**config.mk**
```make
export PLATFORM = sky130hd
export DESIGN_NAME = pipelined_addsub_flat
export DESIGN_NICKNAME = d
export VERILOG_FILES = /design/src/rtl/pipelined_addsub_if.sv /design/src/rtl/pipelined_addsub.sv /design/src/flat_wrapper.sv
export SDC_FILE = /design/constraint.sdc
export NUM_CORES = 1
export LEC_CHECK = 0
export ABC_AREA = 0
export CORE_MARGIN = 2
export CORE_UTILIZATION = 40
export CTS_CLUSTER_SIZE = 20
export DETAILED_ROUTE_END_ITERATION = 6
export PLACE_DENSITY = 0.57
export REMOVE_ABC_BUFFERS = 1
export SETUP_SLACK_MARGIN = 0.4
export SYNTH_ARGS = -nofsm -noshare
export SYNTH_HDL_FRONTEND = slang
export SYNTH_SLANG_ARGS = --single-unit
```
**constraint.sdc**
```tcl
create_clock -name clk -period 15.1 [get_ports clk]
set_clock_uncertainty 0.15 [all_clocks]
set_input_delay 2.265 -clock clk [delete_from_list [all_inputs] [get_ports clk]]
set_output_delay 2.265 -clock clk [all_outputs]
set_load 0.02 [all_outputs]
```
**src/rtl/pipelined_addsub_if.sv**
```systemverilog
// Handshake and data bundle for pipelined_addsub.
// The master side issues operations and takes results; the slave side is the arithmetic unit.
interface pipelined_addsub_if #(
  parameter int WIDTH = 32
);
  logic             in_valid;
  logic             in_ready;
  logic [WIDTH-1:0] a;
  logic [WIDTH-1:0] b;
  logic             sub;
  logic             out_valid;
  logic             out_ready;
  logic [WIDTH-1:0] result;
  logic             carry;
  logic             overflow;
  logic             zero;

  modport master (
    output in_valid, a, b, sub, out_ready,
    input  in_ready, out_valid, result, carry, overflow, zero
  );

  modport slave (
    input  in_valid, a, b, sub, out_ready,
    output in_ready, out_valid, result, carry, overflow, zero
  );
endinterface

```
**src/rtl/pipelined_addsub.sv**
```systemverilog
// Pipelined add/subtract unit: one SEG_W-bit segment resolved per stage, segment carry registered
// between stages, followed by an output register that holds result and flags until handshaked.
module pipelined_addsub #(
  parameter int WIDTH = 32,
  parameter int SEG_W = 8
) (
  input logic               clk,
  input logic               rst,
  pipelined_addsub_if.slave bus
);
  localparam int STAGES = WIDTH / SEG_W;

  // Stage k holds an operation whose segments 0..k-1 are already summed in s_q[k].
  logic [WIDTH-1:0]  a_q [STAGES];
  logic [WIDTH-1:0]  b_q [STAGES];
  logic [WIDTH-1:0]  s_q [STAGES];
  logic [STAGES-1:0] c_q;
  logic [STAGES-1:0] v_q;

  logic [WIDTH-1:0]  s_d [STAGES];
  logic [STAGES-1:0] co_d;

  logic             out_valid_q;
  logic [WIDTH-1:0] result_q;
  logic             carry_q;
  logic             overflow_q;
  logic             zero_q;

  logic             advance;
  logic             accept;
  logic [WIDTH-1:0] b_in;
  logic [WIDTH-1:0] res_d;
  logic             ovf_d;
  logic             zero_d;

  assign advance = !out_valid_q || bus.out_ready;
  assign accept  = bus.in_valid && advance;
  assign b_in    = bus.sub ? ~bus.b : bus.b;

  for (genvar k = 0; k < STAGES; k++) begin : g_seg
    logic [SEG_W:0] tot;
    assign tot     = {1'b0, a_q[k][k*SEG_W +: SEG_W]}
                   + {1'b0, b_q[k][k*SEG_W +: SEG_W]}
                   + {{SEG_W{1'b0}}, c_q[k]};
    // Unfinished sum bits are kept at zero, so OR-ing the new segment in is enough.
    assign s_d[k]  = s_q[k] | (WIDTH'(tot[SEG_W-1:0]) << (k*SEG_W));
    assign co_d[k] = tot[SEG_W];
  end

  assign res_d  = s_d[STAGES-1];
  assign ovf_d  = (a_q[STAGES-1][WIDTH-1] == b_q[STAGES-1][WIDTH-1]) &&
                  (res_d[WIDTH-1] != a_q[STAGES-1][WIDTH-1]);
  assign zero_d = (res_d == '0);

  always_ff @(posedge clk or posedge rst) begin
    if (rst) begin
      for (int k = 0; k < STAGES; k++) begin
        a_q[k] <= '0;
        b_q[k] <= '0;
        s_q[k] <= '0;
      end
      c_q         <= '0;
      v_q         <= '0;
      out_valid_q <= 1'b0;
      result_q    <= '0;
      carry_q     <= 1'b0;
      overflow_q  <= 1'b0;
      zero_q      <= 1'b0;
    end else if (advance) begin
      v_q[0] <= accept;
      if (accept) begin
        a_q[0] <= bus.a;
        b_q[0] <= b_in;
        s_q[0] <= '0;
        c_q[0] <= bus.sub;
      end
      for (int k = 1; k < STAGES; k++) begin
        v_q[k] <= v_q[k-1];
        if (v_q[k-1]) begin
          a_q[k] <= a_q[k-1];
          b_q[k] <= b_q[k-1];
          s_q[k] <= s_d[k-1];
          c_q[k] <= co_d[k-1];
        end
      end
      // Output data only changes when a real operation lands; bubbles leave it as-is.
      out_valid_q <= v_q[STAGES-1];
      if (v_q[STAGES-1]) begin
        result_q   <= res_d;
        carry_q    <= co_d[STAGES-1];
        overflow_q <= ovf_d;
        zero_q     <= zero_d;
      end
    end
  end

  assign bus.in_ready  = advance;
  assign bus.out_valid = out_valid_q;
  assign bus.result    = result_q;
  assign bus.carry     = carry_q;
  assign bus.overflow  = overflow_q;
  assign bus.zero      = zero_q;
endmodule
```
**src/flat_wrapper.sv**
```systemverilog
// flat-port wrapper written by rule: the top's interface ports become plain ports
module pipelined_addsub_flat 
#(
  parameter int WIDTH = 32,
  parameter int SEG_W = 8
)
  (clk, rst, bus_in_valid, bus_a, bus_b, bus_sub, bus_out_ready, bus_in_ready, bus_out_valid, bus_result, bus_carry, bus_overflow, bus_zero);
  pipelined_addsub_if #(.WIDTH(WIDTH)) bus_i ();
  input logic clk;
  input logic rst;
  input wire logic [$bits(bus_i.in_valid)-1:0] bus_in_valid;
  input wire logic [$bits(bus_i.a)-1:0] bus_a;
  input wire logic [$bits(bus_i.b)-1:0] bus_b;
  input wire logic [$bits(bus_i.sub)-1:0] bus_sub;
  input wire logic [$bits(bus_i.out_ready)-1:0] bus_out_ready;
  output wire logic [$bits(bus_i.in_ready)-1:0] bus_in_ready;
  output wire logic [$bits(bus_i.out_valid)-1:0] bus_out_valid;
  output wire logic [$bits(bus_i.result)-1:0] bus_result;
  output wire logic [$bits(bus_i.carry)-1:0] bus_carry;
  output wire logic [$bits(bus_i.overflow)-1:0] bus_overflow;
  output wire logic [$bits(bus_i.zero)-1:0] bus_zero;
  assign bus_i.in_valid = bus_in_valid;
  assign bus_i.a = bus_a;
  assign bus_i.b = bus_b;
  assign bus_i.sub = bus_sub;
  assign bus_i.out_ready = bus_out_ready;
  assign bus_in_ready = bus_i.in_ready;
  assign bus_out_valid = bus_i.out_valid;
  assign bus_result = bus_i.result;
  assign bus_carry = bus_i.carry;
  assign bus_overflow = bus_i.overflow;
  assign bus_zero = bus_i.zero;
  pipelined_addsub #(.WIDTH(WIDTH), .SEG_W(SEG_W)) u_core (.clk(clk), .rst(rst), .bus(bus_i));
endmodule
```
After elaboration in Yosys (flattened, before gate mapping)

Index checks and enable logic that the tools add are counted.

Multiplexer cells: 1
$add $sub $neg: 8
Bitwise gates (word level): 4
Reductions and logical operators: 10
Eq/ne operators: 2

Operators with widths:

| cell                         | count |
|---|---|
| adder 8 x 8 -> 9 bit         | 4 |
| adder 9 x 1 -> 9 bit         | 4 |
| logical NOT 32 bit           | 1 |
| 2-to-1 mux 32 bit            | 1 |
| NOT 32 bit                   | 1 |
| bitwise OR 32 x 24 -> 32 bit | 1 |
| bitwise OR 32 bit            | 1 |
| bitwise OR 8 x 16 -> 16 bit  | 1 |
| AND reduction 2 bit          | 5 |
| logical AND 1 bit            | 2 |
| equality test 1 bit          | 1 |
| logical NOT 1 bit            | 1 |
| logical OR 1 bit             | 1 |
| != test 1 bit                | 1 |

Flip-flop bits (word level): 372
Bits of input ports: 69
Logic and storage cells: 46

Longest topological paths before layout

Gate-level depths: netlist (run 1).

Word-level depth: 5
Gate-level depth with buffers: 10
Gate-level depth less buffers: 10

Worst setup path before layout (run 1)

No wires, ideal clock.

Path type: in2out
Start: input bus_out_ready
End: output bus_in_ready
Path slack: 10012 ps
Stages: 3
Data required time: 12685 ps
Data arrival time: 2673 ps
Path through: nor2b_2 > inv_1 > buf_2

Longest elaborated chain between the ends: 1

RTL lines:

| what             | line                   | RTL |
|---|---|---|
| from (decl)      | flat_wrapper.sv:15     | `input wire logic [$bits(bus_i.out_ready)-1:0] bus_out_ready;` |
| logical OR 1 bit | pipelined_addsub.sv:36 | `assign advance = !out_valid_q \|\| bus.out_ready;` |
| to (decl)        | flat_wrapper.sv:16     | `output wire logic [$bits(bus_i.in_ready)-1:0] bus_in_ready;` |

No other way between the ends.

Worst setup path after layout (run 1)

Ends and elaborated chain as after synthesis.

==> impl_metrics.env, run 1 <==
export IMPL_cts_resized=0
export IMPL_synth_cells=828
export IMPL_post_cts_setup_buffers=0
export IMPL_async_reset_ff_share_pct=100.0
export IMPL_grt_max_degree=129
export IMPL_syn2layout_area_growth_pct=21.09
export IMPL_grt_overflow=0
export IMPL_p_leak_nw=5.714
export IMPL_yosys_area_top_type_share_pct=58.06
export IMPL_antenna_cells=0
export IMPL_tns_ns=0
export IMPL_max_slew_worst_pin_slew_ns=1.161
export IMPL_fin_nets=1037
export IMPL_critPathArrivalTime_ns=3.98
export IMPL_drive_gt1_share_pct=25.71
export IMPL_yosys_area_share_adder_pct=4.700
export IMPL_die_y_um=168.8
export IMPL_wl_per_cell_um=16.14
export IMPL_dp_cells=1243
export IMPL_status="finished, final reports clean"
export IMPL_report_final_setup_viol=0
export IMPL_clk_latency_ns=0.52
export IMPL_p_per_area_nw_per_um2=227.5
export IMPL_yosys_register_bits=252
export IMPL_wirelength_um=20830
export IMPL_slew_headroom_pct=22.30
export IMPL_io_buffers=105
export IMPL_viasPerCell=4.926
export IMPL_synthMuxAreaShare_pct=19.08
export IMPL_reg2reg_depth=7
export IMPL_clk_pin_slew_ns=0.05
export IMPL_gp_congestion=0.7141
export IMPL_hold_viol_final=0
export IMPL_setup_worst_path_start_class="input port"
export IMPL_hold_class="flop to flop"
export IMPL_end_kind="primary output"
export IMPL_critPathMaxFanout=11
export IMPL_synthTopCellsByArea="dfrtp_1 (58%), mux2_2 (19%), ha_1 (3.2%)"
export IMPL_synth_simple_area_share_pct=5.288
export IMPL_die_area_um2=28490
export IMPL_synthXorXnorAreaFrac_pct=3.548
export IMPL_synth_top_family_by_area="multiplexers"
export IMPL_cap_violations=0
export IMPL_yosysSeqAreaShare_pct=58.06
export IMPL_fp_dieW_um=168.8
export IMPL_clock_fmax_mhz=156.5
export IMPL_r2r_start="u_core.bus.out_valid"
export IMPL_worstPathRequired_ns=12.69
export IMPL_cts_tree="built"
export IMPL_coreArea_um2=26800
export IMPL_placed_area_um2=12230
export IMPL_cts_root_buf="clkbuf_16"
export IMPL_cp_startpoint="bus_out_ready"
export IMPL_dp_hpwl_um=13350
export IMPL_yosys_area_top_type="dfrtp_1"
export IMPL_htree_num_levels=1
export IMPL_synth_compound_area_share_pct=6.843
export IMPL_drt_pass1_iter_count=4
export IMPL_nFillCells=2399
export IMPL_start_util_pct=40.52
export IMPL_vias=6354
export IMPL_grt_pass1_wl_um=34630
export IMPL_ys_flop_type="dfrtp_1"
export IMPL_cts_buffers=28
export IMPL_io_pins=106
export IMPL_yosysWarnings=0
export IMPL_antenna_found_initial=0
export IMPL_min_period_ns=6.391
export IMPL_drv_slew=0
export IMPL_holdCritStartpoint="u_core.s_q[70]"
export IMPL_final_cells=1290
export IMPL_final_area_um2=13150
export IMPL_drc=0
export IMPL_whs_path_depth=2
export IMPL_synth_area_um2=10860
export IMPL_grt_pass1_vias=6553
export IMPL_rsz0062_at_grt="no"
export IMPL_clockBufferDepth=3
export IMPL_synth_edf_count=0
export IMPL_finalCritPeriodShare_pct=42.32
export IMPL_vdd_drop_max_mv=0.08213
export IMPL_ys_types=43
export IMPL_ant_nets=0
export IMPL_crit_type="input port to primary output"
export IMPL_drt_iter0_drc=303
export IMPL_clock_sinks=252
export IMPL_grt_total_usage_pct=15.08
export IMPL_rows=60
export IMPL_synth_area_per_cell_um2=13.12
export IMPL_hold_buffers=0
[layout by cell type (no fill, tap or decap), types with 6 or more instances in the layout]
master           synthesis  routed
o31ai_1                  9       9
o21ai_0                 63      63
clkbuf_16                0      29
mux2_2                 184     184
nor2_1                  18      18
a211oi_1                 8       8
inv_1                   26      25
clkbuf_8                 0      10
a21oi_1                 13      13
dfrtp_1                252     252
xnor2_1                 39      39
ha_1                    28      28
o21a_1                   7       7
clkdlybuf4s50_1          0     104
nand2_1                 74      70
buf_4                    0       6
nor3_1                   8       8
fa_1                     8       8
[Yosys cell counts (2+ instances only)]
master,number
nor2b_1,4
nor3_1,8
buf_2,26
mux2_2,184
ha_1,28
nor3b_1,4
o21a_1,7
fa_1,8
nand4b_1,2
a21boi_0,2
xor2_1,5
o21ai_0,63
inv_1,26
xnor2_1,39
nand2b_1,2
o211ai_1,2
nor2_1,18
a211oi_1,8
nand2_1,74
a21o_1,4
o31ai_1,9
nor4_1,5
clkbuf_1,10
o21bai_1,4
dfrtp_1,252
nand4_1,2
nor4b_1,3
o41ai_1,2
a21oi_1,13
[metal layers]
layer | up-vias | wire length (um) | track usage (%)
li1 | 3093 | - | -
met1 | 3136 | 9825 | 20.89
met2 | 96 | 9773 | 24.66
met3 | 29 | 772 | 2.782
met4 | 0 | 456 | 3.748
met5 | - | 0 | 0
[final cells by class]
| cell class | instances | area, um2 | share of cell area (%) |
|---|---|---|---|
| multi-input cells | 513 | 4300 | 32.70 |
| inverters | 26 | 105.1 | 0.7992 |
| clock inverters | 3 | 40.04 | 0.3044 |
| well taps | 341 | 426.7 | 3.244 |
| clock buffers | 44 | 882.1 | 6.707 |
| flip-flops and latches | 252 | 6306 | 47.95 |
| repair buffers | 111 | 1091 | 8.296 |
[flip-flops by register name, indices dropped and copies added, names as in the netlist]
name,count
u_core.c_q,4
u_core.a_q,80
u_core.b_q,80
u_core.bus.zero,1
u_core.bus.carry,1
u_core.bus.overflow,1
u_core.bus.out_valid,1
u_core.s_q,48
u_core.bus.result,32
u_core.v_q,4
[worst max-delay path, cell delays in order]
cell,delay [ns]
clkdlybuf4s50_1,0.50
nor2b_2,0.08
inv_1,0.41
clkdlybuf4s50_1,0.71
[worst paths after layout]
check                                  to  slack (ns)
min                        u_core.s_q[70]        0.32
max in group asynchronous  u_core.s_q[43]       10.53
min reg2reg                u_core.s_q[70]        0.32
max reg2reg                u_core.s_q[71]       12.27
max                          bus_in_ready        8.71
min in group asynchronous  u_core.b_q[86]        2.15
[where the power goes]
| group | leakage, nW | total, W | internal (W) | switching, W |
|---|---|---|---|---|
| logic | 2.22 | 0.00116 | 0.000607 | 0.000555 |
| registers | 3.04 | 0.00116 | 0.000983 | 0.000178 |
| clock network | 0.457 | 0.000669 | 0.000412 | 0.000257 |
[cell families after synthesis]
kind of cell,after synthesis
XOR/XNOR,44
multiplexers,184
flip-flops,252
AO/OA/AOI/OAI,122
buffers and inverters,63
AND/OR/NAND/NOR,127
adder cells (fa/ha/maj),36
[through the flow]
stage | total power [W] | setup WS, ns | hold WS, ns | util [%]
final | 0.002992 | 8.709 | 0.3214 | 49.07
after global placement | 0.002324 | 8.734 | 0.3091 | 45.63
after CTS | 0.003044 | 8.702 | 0.3294 | 49.07
after global routing | 0.003219 | 8.668 | 0.3470 | 49.07
after floorplan | 0.001989 | 5.757 | 0.2946 | -
after detailed placement | 0.002354 | 8.712 | 0.3169 | 45.63
(Power assumes the default switching activity.)
==> run 2, diff against run 1 <==
==> constraint.sdc (replaced) <==
create_clock -name clk -period 6.2 [get_ports clk]
set_clock_uncertainty 0.15 [all_clocks]
set_input_delay 0.93 -clock clk [delete_from_list [all_inputs] [get_ports clk]]
set_output_delay 0.93 -clock clk [all_outputs]
set_load 0.02 [all_outputs]
==> impl_metrics.env, run 2 (same netlist as run 1, synthesis figures left out) <==
export IMPL_fp_dieW_um=168.8
export IMPL_p_sw_share_pct=33.30
export IMPL_report_final_setup_viol=0
export IMPL_io_pins=106
export IMPL_grt_pass1_vias=6683
export IMPL_cts_root_buf="clkbuf_16"
export IMPL_coreArea_um2=26800
export IMPL_max_slew_worst_pin_slew_ns=1.192
export IMPL_ff2ff_setup_slack_ns=3.32
export IMPL_critPathArrivalTime_ns=2.63
export IMPL_antenna_cells=0
export IMPL_clock_sinks=252
export IMPL_clock_fmax_mhz=269.7
export IMPL_drv_slew=0
export IMPL_p_clk_share_pct=22.3
export IMPL_rsz0062_at_grt="no"
export IMPL_reg_top3="u_core.a_q x80, u_core.b_q x80, u_core.s_q x48"
export IMPL_gp_congestion=0.7293
export IMPL_ant_nets=0
export IMPL_rows=60
export IMPL_clk_latency_ns=0.54
export IMPL_vias=6408
export IMPL_grt_overflow=0
export IMPL_placed_area_um2=12240
export IMPL_viasPerCell=4.948
export IMPL_setup_worst_path_start_class="input port"
export IMPL_nFillCells=2411
export IMPL_io_buffers=105
export IMPL_dp_hpwl_um=13770
export IMPL_critPathMaxFanout=11
export IMPL_cts_tree="built"
export IMPL_final_area_um2=13180
export IMPL_min_period_ns=3.707
export IMPL_end_kind="primary output"
export IMPL_grt_max_degree=96
export IMPL_start_util_pct=40.52
export IMPL_whs_ns=0.3242
export IMPL_die_y_um=168.8
export IMPL_hold_buffers=0
export IMPL_wirelength_um=20670
export IMPL_post_cts_setup_buffers=0
export IMPL_p_per_area_nw_per_um2=552.8
export IMPL_slew_headroom_pct=20.27
export IMPL_antenna_found_initial=0
export IMPL_p_int_w=0.004858
export IMPL_drive_gt1_share_pct=26.10
export IMPL_fin_nets=1038
export IMPL_drt_pass1_iter_count=4
export IMPL_vdd_drop_max_mv=0.2472
export IMPL_grt_total_usage_pct=15.19
export IMPL_hold_viol_final=0
export IMPL_cap_violations=0
export IMPL_htree_num_levels=1
export IMPL_clk_pin_slew_ns=0.06
export IMPL_power_switching_w=0.002425
export IMPL_cts_resized=0
export IMPL_final_common_cell="dfrtp_1"
export IMPL_dp_cells=1244
export IMPL_power_frac_seq_pct=39.0
export IMPL_final_cell_mix="dfrtp_1 (252), mux2_2 (184), clkdlybuf4s50_1 (104)"
export IMPL_worstPathRequired_ns=5.12
export IMPL_p_leak_nw=5.729
export IMPL_finalCritPeriodShare_pct=59.80
export IMPL_die_area_um2=28490
export IMPL_drt_iter0_drc=284
export IMPL_comb_power_share_pct=38.7
export IMPL_drc=0
export IMPL_grt_pass1_wl_um=34970
export IMPL_crit_type="input port to primary output"
export IMPL_final_cells=1295
export IMPL_status="finished, final reports clean"
export IMPL_clockBufferDepth=3
export IMPL_cts_buffers=28
export IMPL_syn2layout_area_growth_pct=21.31
export IMPL_hold_class="flop to flop"
export IMPL_wl_per_cell_um=15.96
-- run 2: metal layers --
metal,part of all wire [%],up-vias,track usage [%]
met3,3.5,36,2.619
li1,-,3099,-
met5,0,-,0
met4,1.9,0,3.711
met1,48,3184,21.52
met2,47,89,24.47
-- run 2: stage by stage --
stage / setup WS [ns] / total power (W) / util, % / TNS (ns)
finish: 2.493 / 0.007284 / 49.16 / 0
detailed placement: 2.216 / 0.005737 / 45.66 / 0
CTS: 2.483 / 0.007402 / 49.16 / 0
global route: 2.405 / 0.007862 / 49.16 / 0
global placement: 2.293 / 0.005678 / 45.66 / 0
floorplan: -1.808 / 0.004844 / - / -455.70
-- run 2: path summary, 6_finish.rpt --
path | startpoint | endpoint | depth (start not counted)
min in group asynchronous | rst | u_core.b_q[118] | 2
hold reg to reg | u_core.bus.result[26] | u_core.bus.result[26] | 2
setup / recovery | bus_out_ready | bus_in_ready | 4
setup reg to reg | u_core.bus.out_valid | u_core.s_q[71] | 7
max in group asynchronous | rst | u_core.b_q[102] | 3
hold / removal | u_core.bus.result[26] | u_core.bus.result[26] | 2
-- run 2: area by class of cell --
type,instances,area (um2),area share [%]
clock buffers,46,898.4,6.819
clock inverters,5,40.04,0.3039
inverters,26,105.1,0.7977
multi-input cells,513,4300,32.64
flip-flops and latches,252,6306,47.86
well taps,341,426.7,3.238
repair buffers,112,1099,8.338
-- run 2: critical path: stages --
cell and delay, ns:
clkdlybuf4s50_1 0.52, nor2b_2 0.09, inv_1 0.36, clkdlybuf4s50_1 0.73
-- run 2: power groups by stage --
stage / clock, W / sequential, W / combinational [W]
final: 0.00162 / 0.00284 / 0.00282
after CTS: 0.00168 / 0.00285 / 0.00287
after global routing: 0.00175 / 0.00294 / 0.00317
after floorplan: 0 / 0.00284 / 0.00200
after global placement: 0 / 0.00287 / 0.00281
after detailed placement: 0 / 0.00288 / 0.00286
==> run 3, diff against run 2 <==
==> constraint.sdc (replaced) <==
create_clock -name clk -period 3.9 [get_ports clk]
set_clock_uncertainty 0.15 [all_clocks]
set_input_delay 0.585 -clock clk [delete_from_list [all_inputs] [get_ports clk]]
set_output_delay 0.585 -clock clk [all_outputs]
set_load 0.02 [all_outputs]
==> impl_metrics.env, run 3 (same netlist as run 1, synthesis figures left out) <==
export IMPL_io_pins=106
export IMPL_cts_tree="built"
export IMPL_drive_gt1_share_pct=26.46
export IMPL_end_kind="primary output"
export IMPL_hold_buffers=0
export IMPL_rows=60
export IMPL_clk_latency_ns=0.53
export IMPL_wirelength_um=20530
export IMPL_cts_buffers=27
export IMPL_grt_overflow=0
export IMPL_viasPerCell=4.918
export IMPL_power_switching_w=0.003861
export IMPL_crit_type="input port to primary output"
export IMPL_cap_violations=0
export IMPL_setup_worst_path_start_class="input port"
export IMPL_post_cts_setup_buffers=0
export IMPL_worstPathCellList="clkdlybuf4s50_1 -> nor2b_2 -> inv_1 -> clkdlybuf4s50_1"
export IMPL_cpMostUsedCell="clkdlybuf4s50_1"
export IMPL_max_stage_delay_ns=0.72
export IMPL_antenna_cells=0
export IMPL_clk_pin_slew_ns=0.06
export IMPL_clock_fmax_mhz=326.5
export IMPL_vias=6398
export IMPL_die_y_um=168.8
export IMPL_drv_slew=0
export IMPL_power_frac_seq_pct=38.8
export IMPL_clock_sinks=252
export IMPL_drt_iter0_drc=261
export IMPL_hold_viol_final=0
export IMPL_coreArea_um2=26800
export IMPL_slew_headroom_pct=50.58
export IMPL_worstPathRequired_ns=3.16
export IMPL_status="finished, final reports clean"
export IMPL_grt_pass1_wl_um=34450
export IMPL_die_area_um2=28490
export IMPL_gp_congestion=0.7662
export IMPL_p_int_w=0.007808
export IMPL_critPathMaxFanout=11
export IMPL_report_final_setup_viol=0
export IMPL_antenna_found_initial=0
export IMPL_final_area_um2=13290
export IMPL_clockBufferDepth=3
export IMPL_p_leak_nw=5.780
export IMPL_start_util_pct=40.52
export IMPL_vdd_drop_max_mv=0.4230
export IMPL_reg_top3="u_core.a_q x80, u_core.b_q x80, u_core.s_q x48"
export IMPL_final_common_cell="dfrtp_1"
export IMPL_fp_dieW_um=168.8
export IMPL_final_cell_mix="dfrtp_1 (252), mux2_2 (184), clkdlybuf4s50_1 (104)"
export IMPL_wl_per_cell_um=15.78
export IMPL_dp_hpwl_um=14180
export IMPL_finalCritPeriodShare_pct=78.53
export IMPL_critPathTopFamily="buffers and inverters"
export IMPL_critPathArrivalTime_ns=2.33
export IMPL_p_sw_share_pct=33.08
export IMPL_grt_pass1_vias=6521
export IMPL_p_clk_share_pct=22.2
export IMPL_io_buffers=105
export IMPL_cts_resized=0
export IMPL_whs_ns=0.3223
export IMPL_drc=0
export IMPL_grt_max_degree=102
export IMPL_p_total_w=0.01167
export IMPL_rsz0062_at_grt="no"
export IMPL_p_per_area_nw_per_um2=878.3
export IMPL_critPathBufInv=3
export IMPL_fin_util_pct=49.58
export IMPL_comb_power_share_pct=39.0
export IMPL_ant_nets=0
export IMPL_cts_root_buf="clkbuf_16"
export IMPL_cp_slowest_cell="clkdlybuf4s50_1"
export IMPL_min_period_ns=3.063
export IMPL_fin_nets=1046
export IMPL_hold_class="flop to flop"
export IMPL_placed_area_um2=12380
export IMPL_syn2layout_area_growth_pct=22.34
export IMPL_htree_num_levels=1
export IMPL_max_slew_worst_pin_slew_ns=0.7414
export IMPL_grt_total_usage_pct=14.87
export IMPL_drt_pass1_iter_count=4
## run 3: cell types whose count changed in the layout (fill, tap and decap cells not counted), sizes merged
cell	change
bufinv	+3
clkinvlp	+1
clkbuf	-7
buf	+9
## run 3: stage by stage
step                      worst slack [ns]  setup TNS, ns  std cells
after floorplan                     -3.763        -948.36        791
after global placement              0.8641              0       1253
after detailed placement            0.8474              0       1253
after CTS                           0.8322              0       1301
after global routing                0.7667              0       1301
final                               0.8375              0       1301
## run 3: layer usage
metal / part of all wire (%) / GRT usage [%] / vias to the layer above
li1: - / - / 3121
met1: 47 / 20.71 / 3162
met2: 48 / 24.61 / 89
met3: 3.3 / 2.291 / 26
met4: 1.7 / 3.523 / 0
met5: 0 / 0 / -
## run 3: power groups by stage
| stage | registers [W] | clock network (W) | logic (W) |
|---|---|---|---|
| floorplan | 0.00451 | 0 | 0.00319 |
| global placement | 0.00458 | 0 | 0.00450 |
| detailed placement | 0.00459 | 0 | 0.00460 |
| CTS | 0.00455 | 0.00267 | 0.00462 |
| global route | 0.00469 | 0.00278 | 0.00510 |
| finish | 0.00453 | 0.00259 | 0.00455 |
## run 3: final cells by class
| cell class | instances | area [um2] |
|---|---|---|
| clock inverters | 9 | 126.4 |
| clock buffers | 39 | 780.7 |
| well taps | 341 | 426.7 |
| inverters | 26 | 105.1 |
| flip-flops and latches | 252 | 6306 |
| repair buffers | 121 | 1241 |
| fillers | 2371 | 13510 |
| multi-input cells | 513 | 4300 |
## run 3: final timing paths
check	from	endpoint	slack [ns]	cells past startpoint
worst max-delay path	bus_out_ready	bus_in_ready	0.84	4
min in group asynchronous	rst	u_core.b_q[118]	0.42	2
max in group asynchronous	rst	u_core.b_q[107]	2.21	3
worst min register to register	u_core.b_q[121]	u_core.b_q[121]	0.32	2
worst max register to register	u_core.c_q[3]	u_core.bus.zero	1.18	8
worst min-delay path	u_core.b_q[121]	u_core.b_q[121]	0.32	2
## run 3: worst reg2reg max path: cells and delay by family (launching register included)
family	cells	cell delay, ns
AOI/OAI and AO/OA	2	0.33
adders and majority gates	2	0.85
buffers and inverters	1	0.07
DFF	1	0.37
and+or+nand+nor	3	0.87
